$ cat config.mk
export PLATFORM = sky130hd
export DESIGN_NAME = rs_simple
export DESIGN_NICKNAME = d
export VERILOG_FILES = /design/src/rtl/rs_simple_pkg.sv /design/src/rtl/rs_simple_slot.sv /design/src/rtl/rs_simple.sv
export SDC_FILE = /design/constraint.sdc
export NUM_CORES = 1
export LEC_CHECK = 0
export BUFFER_PORTS_ARGS = -buffer_cell sky130_fd_sc_hd__buf_2
export CAP_MARGIN = 40
export CORE_ASPECT_RATIO = 0.75
export CORE_UTILIZATION = 30
export CTS_BUF_LIST = sky130_fd_sc_hd__clkbuf_16
export DETAILED_ROUTE_END_ITERATION = 10
export GPL_TIMING_DRIVEN = 0
export HOLD_SLACK_MARGIN = 0.08
export PLACE_DENSITY_LB_ADDON = 0.2
export REMOVE_ABC_BUFFERS = 1
export SLEW_MARGIN = 20
export SYNTH_ARGS = -nofsm -noshare
export SYNTH_HDL_FRONTEND = slang
export SYNTH_SLANG_ARGS = --single-unit
$ cat constraint.sdc
create_clock -name clk -period 9.8 [get_ports clk]
set_input_delay 0.98 -clock clk [delete_from_list [all_inputs] [get_ports clk]]
set_output_delay 0.98 -clock clk [all_outputs]
set_load 0.02 [all_outputs]
$ cat src/rtl/rs_simple_pkg.sv
// Shared widths and entry field positions for the simple-op reservation station.
// Allocation targets tell each dispatch lane which slot (if any) it lands in.
package rs_simple_pkg;

    localparam int ENTRY_W      = 114;
    localparam int TAG_W        = 4;
    localparam int DATA_W       = 32;

    localparam int RD_LSB       = 0;
    localparam int RD_MSB       = 4;
    localparam int S1_VALID_BIT = 5;
    localparam int S1_LSB       = 6;
    localparam int S2_VALID_BIT = 38;
    localparam int S2_LSB       = 39;
    localparam int REGWRITE_BIT = 71;
    localparam int CTRL_LSB     = 72;
    localparam int ALUOP_LSB    = 76;
    localparam int ALUOP_MSB    = 81;
    localparam int UPPER_LSB    = 82;

    typedef enum logic [1:0] {
        ALLOC_NONE  = 2'd0,
        ALLOC_SLOT0 = 2'd1,
        ALLOC_SLOT1 = 2'd2
    } alloc_e;

endpackage

$ cat src/rtl/rs_simple_slot.sv
// One reservation-station slot: holds an entry and its ROB number, and captures
// CDB results for waiting sources, including on the entry being loaded this cycle.
module rs_simple_slot #(
    parameter int ENTRY_W = rs_simple_pkg::ENTRY_W,
    parameter int TAG_W   = rs_simple_pkg::TAG_W
) (
    input  logic               clk,
    input  logic               rst,
    input  logic               flush,
    input  logic               load,
    input  logic [ENTRY_W-1:0] load_entry,
    input  logic [TAG_W-1:0]   load_num,
    input  logic               issue,
    input  logic               cdb0_valid,
    input  logic [TAG_W-1:0]   cdb0_rob_num,
    input  logic [31:0]        cdb0_data,
    input  logic               cdb1_valid,
    input  logic [TAG_W-1:0]   cdb1_rob_num,
    input  logic [31:0]        cdb1_data,
    output logic [ENTRY_W-1:0] entry,
    output logic [TAG_W-1:0]   entry_num,
    output logic               occupied,
    output logic               occupied_next
);
    import rs_simple_pkg::*;

    logic               occ_q, occ_d;
    logic [ENTRY_W-1:0] entry_q, entry_d;
    logic [TAG_W-1:0]   num_q, num_d;
    logic [ENTRY_W-1:0] src_entry;
    logic [ENTRY_W-1:0] woken_s1;
    logic [ENTRY_W-1:0] woken;

    // cdb0 is checked first so it wins when both buses carry the awaited tag.
    function automatic logic [ENTRY_W-1:0] wake_src(
        input logic [ENTRY_W-1:0] e,
        input int                 vbit,
        input int                 lsb,
        input logic               c0v,
        input logic [TAG_W-1:0]   c0t,
        input logic [31:0]        c0d,
        input logic               c1v,
        input logic [TAG_W-1:0]   c1t,
        input logic [31:0]        c1d
    );
        logic [ENTRY_W-1:0] r;
        logic [TAG_W-1:0]   tag;
        r   = e;
        tag = e[lsb +: TAG_W];
        if (!e[vbit]) begin
            if (c0v && (c0t == tag)) begin
                r[lsb +: DATA_W] = c0d;
                r[vbit]          = 1'b1;
            end else if (c1v && (c1t == tag)) begin
                r[lsb +: DATA_W] = c1d;
                r[vbit]          = 1'b1;
            end
        end
        return r;
    endfunction

    always_comb begin
        src_entry = load ? load_entry : entry_q;
        woken_s1  = wake_src(src_entry, S1_VALID_BIT, S1_LSB,
                             cdb0_valid, cdb0_rob_num, cdb0_data,
                             cdb1_valid, cdb1_rob_num, cdb1_data);
        woken     = wake_src(woken_s1, S2_VALID_BIT, S2_LSB,
                             cdb0_valid, cdb0_rob_num, cdb0_data,
                             cdb1_valid, cdb1_rob_num, cdb1_data);

        occ_d   = occ_q;
        entry_d = entry_q;
        num_d   = num_q;
        // An empty slot always stores zeros so it can never look ready.
        if (flush || (issue && occ_q)) begin
            occ_d   = 1'b0;
            entry_d = '0;
            num_d   = '0;
        end else if (load) begin
            occ_d   = 1'b1;
            entry_d = woken;
            num_d   = load_num;
        end else if (occ_q) begin
            entry_d = woken;
        end
    end

    always_ff @(posedge clk or posedge rst) begin
        if (rst) begin
            occ_q   <= 1'b0;
            entry_q <= '0;
            num_q   <= '0;
        end else begin
            occ_q   <= occ_d;
            entry_q <= entry_d;
            num_q   <= num_d;
        end
    end

    assign entry         = entry_q;
    assign entry_num     = num_q;
    assign occupied      = occ_q;
    assign occupied_next = occ_d;

endmodule

$ cat src/rtl/rs_simple.sv
// Two-slot reservation station for simple ops: two dispatch lanes, two CDB buses,
// per-slot issue. Slot allocation, free count and newest-slot selector live here.
module rs_simple #(
    parameter int ENTRY_W = rs_simple_pkg::ENTRY_W,
    parameter int TAG_W   = rs_simple_pkg::TAG_W
) (
    input  logic               clk,
    input  logic               rst,
    input  logic               flush,
    input  logic               dispatch0_valid,
    input  logic               dispatch1_valid,
    input  logic [ENTRY_W-1:0] dispatch0_entry,
    input  logic [ENTRY_W-1:0] dispatch1_entry,
    input  logic [TAG_W-1:0]   dispatch0_rob_num,
    input  logic [TAG_W-1:0]   dispatch1_rob_num,
    output logic [1:0]         free_count,
    input  logic               cdb0_valid,
    input  logic               cdb1_valid,
    input  logic [TAG_W-1:0]   cdb0_rob_num,
    input  logic [TAG_W-1:0]   cdb1_rob_num,
    input  logic [31:0]        cdb0_data,
    input  logic [31:0]        cdb1_data,
    output logic [ENTRY_W-1:0] rs_simple_0,
    output logic [ENTRY_W-1:0] rs_simple_1,
    output logic [TAG_W-1:0]   rs_simple_0_entry_num,
    output logic [TAG_W-1:0]   rs_simple_1_entry_num,
    output logic               selector,
    input  logic               simple_0_issue,
    input  logic               simple_1_issue
);
    import rs_simple_pkg::*;

    alloc_e             lane0_slot, lane1_slot;
    logic               occ0, occ1, occ0_next, occ1_next;
    logic               load0, load1;
    logic [ENTRY_W-1:0] load0_entry, load1_entry;
    logic [TAG_W-1:0]   load0_num, load1_num;
    logic               selector_q, selector_d;
    logic [1:0]         free_count_q, free_count_d;

    // Allocation looks only at occupancy at cycle start, so a slot freed by
    // issue this cycle cannot be refilled until the next one.
    always_comb begin
        lane0_slot = ALLOC_NONE;
        lane1_slot = ALLOC_NONE;
        if (dispatch0_valid) begin
            if (!occ0)      lane0_slot = ALLOC_SLOT0;
            else if (!occ1) lane0_slot = ALLOC_SLOT1;
        end
        if (dispatch1_valid) begin
            if (lane0_slot == ALLOC_SLOT0) begin
                if (!occ1) lane1_slot = ALLOC_SLOT1;
            end else if (lane0_slot == ALLOC_NONE) begin
                if (!occ0)      lane1_slot = ALLOC_SLOT0;
                else if (!occ1) lane1_slot = ALLOC_SLOT1;
            end
        end

        load0       = (lane0_slot == ALLOC_SLOT0) || (lane1_slot == ALLOC_SLOT0);
        load1       = (lane0_slot == ALLOC_SLOT1) || (lane1_slot == ALLOC_SLOT1);
        load0_entry = (lane0_slot == ALLOC_SLOT0) ? dispatch0_entry   : dispatch1_entry;
        load0_num   = (lane0_slot == ALLOC_SLOT0) ? dispatch0_rob_num : dispatch1_rob_num;
        load1_entry = (lane0_slot == ALLOC_SLOT1) ? dispatch0_entry   : dispatch1_entry;
        load1_num   = (lane0_slot == ALLOC_SLOT1) ? dispatch0_rob_num : dispatch1_rob_num;
    end

    always_comb begin
        selector_d = selector_q;
        if (load0 && load1)      selector_d = (lane1_slot == ALLOC_SLOT1);
        else if (load0 && occ1)  selector_d = 1'b0;
        else if (load1 && occ0)  selector_d = 1'b1;
        if (!occ0_next && !occ1_next) selector_d = 1'b0;
        free_count_d = {1'b0, ~occ0_next} + {1'b0, ~occ1_next};
    end

    always_ff @(posedge clk or posedge rst) begin
        if (rst) begin
            selector_q   <= 1'b0;
            free_count_q <= 2'd2;
        end else begin
            selector_q   <= selector_d;
            free_count_q <= free_count_d;
        end
    end

    rs_simple_slot #(.ENTRY_W(ENTRY_W), .TAG_W(TAG_W)) u_slot0 (
        .clk(clk), .rst(rst), .flush(flush),
        .load(load0), .load_entry(load0_entry), .load_num(load0_num),
        .issue(simple_0_issue),
        .cdb0_valid(cdb0_valid), .cdb0_rob_num(cdb0_rob_num), .cdb0_data(cdb0_data),
        .cdb1_valid(cdb1_valid), .cdb1_rob_num(cdb1_rob_num), .cdb1_data(cdb1_data),
        .entry(rs_simple_0), .entry_num(rs_simple_0_entry_num),
        .occupied(occ0), .occupied_next(occ0_next)
    );

    rs_simple_slot #(.ENTRY_W(ENTRY_W), .TAG_W(TAG_W)) u_slot1 (
        .clk(clk), .rst(rst), .flush(flush),
        .load(load1), .load_entry(load1_entry), .load_num(load1_num),
        .issue(simple_1_issue),
        .cdb0_valid(cdb0_valid), .cdb0_rob_num(cdb0_rob_num), .cdb0_data(cdb0_data),
        .cdb1_valid(cdb1_valid), .cdb1_rob_num(cdb1_rob_num), .cdb1_data(cdb1_data),
        .entry(rs_simple_1), .entry_num(rs_simple_1_entry_num),
        .occupied(occ1), .occupied_next(occ1_next)
    );

    assign selector   = selector_q;
    assign free_count = free_count_q;

endmodule

Word level (Yosys, flattened, before mapping)
Index checks and enable logic that the tools add are counted.

Latch bits: 0. Logic and storage cells: 91. Bits in read-only memories: 0. Flip-flop bits (word level): 241. RAM bits: 0. Input port bits: 317. Output and inout port bits: 239. Memories kept: 0.

Bitwise gates (word level): 2. Shift-type cells: 0. Multiplexer cells: 42. Order comparisons: 0. Divide/modulo/power cells: 0. Add/sub/neg operators: 1. Multipliers: 0. Reduce and logical (&&, ||, !) cells: 26. Equal/unequal tests: 12.

Operators by type and width (count): 114-bit 2-to-1 mux (10); 33-bit 2-to-1 mux (12); 4-bit == test (8); 4-bit 2-to-1 mux (6); 1-bit logical AND (14); 2-bit 2-to-1 mux (6); 1-bit 2-to-1 mux (8); 3-bit nonzero test (2); 2-bit by 1-bit == test with 1-bit output, second input constant (2); 2-bit == test, second input constant (2); 1-bit logical OR (4); 2-bit nonzero test (2); 4-bit nonzero test (1); 1-bit by 1-bit adder with 2-bit output (1); 1-bit zero test (2); 2-bit zero test (1); 1-bit inverter (2).

Longest topological paths before layout
Word-level depth: 18. Mapped depth: 12. Gate-level depth less buffers: 7.

Hierarchy
From an unflattened synthesis, not the netlist that was laid out.

Cell total of the unflattened synthesis: 2009. Area, all modules: 18213.7 um2.

Modules (own cells, without submodules): rs_simple_slot (area an instance 7579.8 um2, seq. area each 2977.9 um2, cells an instance 864, times used 2); rs_simple (area an instance 3054.2 um2, seq. area each 76.3 um2, cells an instance 281, times used 1).

Worst setup path before layout
Ideal clock, no wire load.

Path kind: in2reg. Start point: in dispatch1_valid. End point: reg u_slot1.entry_q[8] (netlist: u_slot1.entry[8]). Data arrival time: 3.195 ns. Cell stages on the path: 11. Required time: 9.658 ns. Path buffers: 4. Setup time: 0.142 ns. Setup slack: 6.463 ns. Path through: buf_2 -> maj3_2 -> and2_1 -> buf_2 -> buf_2 -> a31o_2 -> xnor2_1 -> or3_1 -> clkbuf_1 -> o221ai_1 -> o2111ai_1.

Word-level cells in the longest chain between the ends: 12. Elaborated cells on any way between the ends: 15. Classes of those cells: eq/ne: 3; mux: 8; reduce/logical: 4.

Ends and longest elaborated chain: start, declared (RTL line rs_simple.sv:11) `input logic dispatch1_valid,`; 2-bit 2-to-1 mux (*) (RTL line rs_simple.sv:50) `if (dispatch1_valid) begin`; 2-bit == test (*) (RTL line rs_simple.sv:60) `load1 = (lane0_slot == ALLOC_SLOT1) || (lane1_slot == ALLOC_SLOT1);`; 1-bit logical OR (*) (RTL line rs_simple.sv:60); 114-bit 2-to-1 mux (RTL line rs_simple_slot.sv:63) `src_entry = load ? load_entry : entry_q;`; 4-bit == test (RTL line rs_simple_slot.sv:54) `end else if (c1v && (c1t == tag)) begin`; 1-bit logical AND (RTL line rs_simple_slot.sv:54); 33-bit 2-to-1 mux (RTL line rs_simple_slot.sv:54); 33-bit 2-to-1 mux (RTL line rs_simple_slot.sv:51) `if (c0v && (c0t == tag)) begin`; 33-bit 2-to-1 mux (RTL line rs_simple_slot.sv:50) `if (!e[vbit]) begin`; 114-bit 2-to-1 mux (RTL line rs_simple_slot.sv:83) `end else if (occ_q) begin`; 114-bit 2-to-1 mux (RTL line rs_simple_slot.sv:79) `end else if (load) begin`; 114-bit 2-to-1 mux (RTL line rs_simple_slot.sv:75) `if (flush || (issue && occ_q)) begin`; end signal, assigned (RTL line rs_simple_slot.sv:95) `entry_q <= entry_d;`; end, declared (RTL line rs_simple_slot.sv:28) `logic [ENTRY_W-1:0] entry_q, entry_d;`.

Mark *: on every way between the ends. The rest lies on a longest branch, timed or not. The select of a mux whose other input is x is not followed. A chain may end at the register's enable or synchronous reset.

Worst setup path in the final report
Start point: reg u_slot0.occ_q (netlist: u_slot0.occupied). End point: reg u_slot1.entry_q[67] (netlist: u_slot1.entry[67]).

Word-level cells in the longest chain between the ends: 17. Elaborated cells on any way between the ends: 23. Classes of those cells: eq/ne: 5; mux: 13; reduce/logical: 5.

Ends and longest elaborated chain: start, declared (RTL line rs_simple_slot.sv:27) `logic occ_q, occ_d;`; start signal, assigned (RTL line rs_simple_slot.sv:90) `occ_q <= 1'b0;`; start signal, assigned (RTL line rs_simple_slot.sv:94) `occ_q <= occ_d;`; 2-bit 2-to-1 mux (*) (RTL line rs_simple.sv:47, rs_simple.sv:54); 2-bit 2-to-1 mux (RTL line rs_simple.sv:46) `if (dispatch0_valid) begin`; 2-bit zero test (RTL line rs_simple.sv:53) `end else if (lane0_slot == ALLOC_NONE) begin`; 2-bit 2-to-1 mux (RTL line rs_simple.sv:53); 2-bit 2-to-1 mux (RTL line rs_simple.sv:51) `if (lane0_slot == ALLOC_SLOT0) begin`; 2-bit 2-to-1 mux (RTL line rs_simple.sv:50); 2-bit == test (RTL line rs_simple.sv:60); 1-bit logical OR (RTL line rs_simple.sv:60); 114-bit 2-to-1 mux (RTL line rs_simple_slot.sv:63); 4-bit == test (RTL line rs_simple_slot.sv:54); 1-bit logical AND (RTL line rs_simple_slot.sv:54); 33-bit 2-to-1 mux (RTL line rs_simple_slot.sv:54); 33-bit 2-to-1 mux (RTL line rs_simple_slot.sv:51); 33-bit 2-to-1 mux (RTL line rs_simple_slot.sv:50); 114-bit 2-to-1 mux (RTL line rs_simple_slot.sv:83); 114-bit 2-to-1 mux (RTL line rs_simple_slot.sv:79); 114-bit 2-to-1 mux (RTL line rs_simple_slot.sv:75).

Marked as above.

==> flow_summary.ini <==
[yosys]
synthArstFlopShare_pct = 100
yosysWarnings = 0
synth.cell_area_sq_um = 16100
synth_edf_count = 0
avgSynthCellArea_sq_um = 8.25
seq_area_frac_synth_pct = 37.6
synth_top_cell_area_share_pct = 37.4
yosys_most_used_dff = dfrtp_1
synth.largest_area_cell = dfrtp_1
synthCells = 1945
synth-seq-cells = 241
yosys-top-cells-area = dfrtp_1 (37%), nand2_1 (9.0%), mux2i_1 (9.0%), o21ai_0 (5.7%), a222oi_1 (4.3%)
ys_types = 70

[detailed_routing]
drc_errors = 4
postRouteAntennaNets = 0
drtIter0Drc = 2265
vias = 18540
wirelength_mm = 80.8
firstDrtPassIters = 11
drt-wirelength-per-cell_um = 25.4
via_per_inst = 5.83

[worst_hold_path]
hold_path_class = reg2reg
holdPathStages = 2
holdPathEnd = u_slot0.entry[109]$_DFFE_PP0P_
hold_start = u_slot0.entry[109]$_DFFE_PP0P_

[critical_path]
reg2regPathDepth = 9
end_kind = flip-flop
timing.rr.start = u_slot0.occupied$_DFF_PP0_
crit_path_top_delay_cell = dfrtp_1
cp_common_cell = a211oi_1
worstPathMaxFanout = 24
r2r_slack_ns = 5.14
max_stage_delay_ns = 0.78
crit_chain = nand3b_1 > buf_6 > mux2i_1 > a211oi_1 > nor4_1 > and4b_2 > buf_12 > a211oi_1 > o31ai_1
start_kind = flip-flop
r2r-end = u_slot1.entry[67]$_DFFE_PP0N_
critPathKind = reg2reg
crit_arrival_ns = 5.14
crit_required_ns = 10.28

[cts]
cts-resized-gates = 0
cts_buffer_depth = 3
htree_levels = 1
cts.sink_count = 241
numCtsBuffers = 30
clk_pin_slew_worst_paths_ns = 0.06
cts_tree = yes
postCtsHoldBufs = 0
post-cts-setup-buffers = 0
root_buffer = clkbuf_16
clk_latency_ns = 0.59

[floorplan]
die_area_sq_um = 54500
start_util_pct = 30.4
ios = 556
die_x_um = 269
fp.dieH_um = 202
rows = 73
coreArea_sq_um = 52900

[final_layout]
synthToLayoutAreaGrowth_pct = 34.3
drive_gt1_share_pct = 29.9
final_cell_mix = buf_2 (566), nand2_1 (383), dfrtp_1 (239), o21ai_0 (183), mux2i_1 (143)
final_common_cell = buf_2
nets = 2750

[global_routing]
track_usage_pct = 28.6
grt_pass1_vias = 18206
grt_max_degree = 90
grt_pass1_wl_mm = 120
grt-ovfl-total = 0
antenna_found_initial = 15

[status]
status = finished, violations left
violations = DRC

[place]
dpl_worst_slack_ns = 4.87
hpwl_mm = 58.2
io_buffers = 555
globalplace.congestion = 0.910

[sta]
period_share_pct = 47.5
worst_hold_slack_ns = 0.475
setup_tns_ns = 0
drv_slew = 0
final_hold_viol_count = 0
fin_skew_ns = 0.0170
slew_headroom_pct = 38.3
rsz0062_at_grt = no
final-setup-viol-count = 0
fin_crit_ns = 4.66
max_freq_mhz = 215
tightestPinTransition_ns = 0.926
fin_ws_ns = 5.14

[pwr]
cellLeakagePower_nw = 10.6
finalPower_mw = 3.50
power.density_nw_per_um2 = 162
ir_worst_vdd_mv = 0.135

[flow_run]
maxCapViolCount = 0
==> worst max-delay path by stage <==
stage	slack (ns)	endpoint	from
4_1_cts	5.29	u_slot1.entry[23]$_DFFE_PP0N_	u_slot0.occupied$_DFF_PP0_
6_report	5.14	u_slot1.entry[67]$_DFFE_PP0N_	u_slot0.occupied$_DFF_PP0_
3_3_place_gp	-12.19	u_slot0.entry[5]$_DFFE_PP0N_	dispatch0_valid
2_1_floorplan	0.27	u_slot0.entry[5]$_DFFE_PP0N_	dispatch0_valid
5_1_grt	4.94	u_slot1.entry[23]$_DFFE_PP0N_	u_slot0.occupied$_DFF_PP0_
3_5_place_dp	4.87	u_slot1.entry[23]$_DFFE_PP0N_	dispatch0_valid
==> cell families after synthesis <==
logic type	synth area share, %
buffers and inverters	5.44
AOI/OAI and AO/OA	29.7
and+or+nand+nor	16.6
DFF	37.6
muxes	9.05
adders and majority gates	0.148
xor gates and xnor gates	1.58
==> sequential cells by signal, summed over array words and instances, names as in the netlist <==
name,flops
u_slot0.occupied,1
u_slot1.entry_num,4
u_slot1.occupied,1
u_slot0.entry,114
u_slot0.entry_num,4
free_count,2
u_slot1.entry,114
selector,1
==> routing by layer <==
| metal | wire [um] | track usage (%) | up-vias |
|---|---|---|---|
| met4 | 2480 | 9.57 | 2 |
| li1 | - | - | 8238 |
| met3 | 7340 | 6.19 | 158 |
| met2 | 35600 | 43.5 | 1033 |
| met1 | 35300 | 39.9 | 9109 |
| met5 | 11 | 0 | - |
==> through the flow <==
stage / utilization [%] / instance area, sq um / std cells
4_1_cts: 40.7 / 21500 / 3166
5_1_grt: 40.8 / 21600 / 3177
3_5_place_dp: 38.9 / 20600 / 3112
2_1_floorplan: - / 15200 / 1749
6_report: 40.8 / 21600 / 3180
3_3_place_gp: 35.8 / 18900 / 3016
==> critical path, delay by kind of cell (launching register included) <==
family	cells	cell delay, ns
AOI/OAI and AO/OA	3	0.52
buffers and inverters	2	0.63
DFF	1	0.78
muxes	1	0.55
and+or+nand+nor	3	2.04
==> Yosys cell counts (all sizes together) (2+ instances only) <==
master / number
a222oi: 69
nor4: 4
and3b: 2
o211ai: 33
a31o: 3
o31ai: 65
a21o: 5
xor2: 8
a31oi: 4
a32o: 32
mux2i: 144
o2111ai: 2
clkbuf: 137
nand2b: 7
o311ai: 3
or3: 4
o21a: 2
dfrtp: 240
nor3b: 2
o21ai: 201
nor2b: 5
nand4: 4
a211oi: 88
nor3: 38
nand3b: 6
a21oi: 136
a22oi: 4
nand2: 385
a22o: 4
nor2: 72
xnor2: 21
o221ai: 33
a21bo: 2
and2: 39
nand3: 41
buf: 59
inv: 16
==> power breakdown <==
| part | internal [mW] | leakage [nW] | switching, mW |
|---|---|---|---|
| combinational | 0.423 | 6.82 | 0.752 |
| clock | 0.644 | 0.490 | 0.491 |
| sequential | 1.10 | 3.24 | 0.0902 |
==> area by class of cell <==
type                            count  area, sq um
Antenna cell                       14         35.0
Tap cell                          712          891
Clock inverter                     23          175
Multi-Input combinational cell   1492         9300
Clock buffer                       31          776
Inverter                           16         67.6
Fill cell                        5367        31300
Timing Repair Buffer              651         4290
Sequential cell                   241         6030
Power figures use the tool's default switching activity.
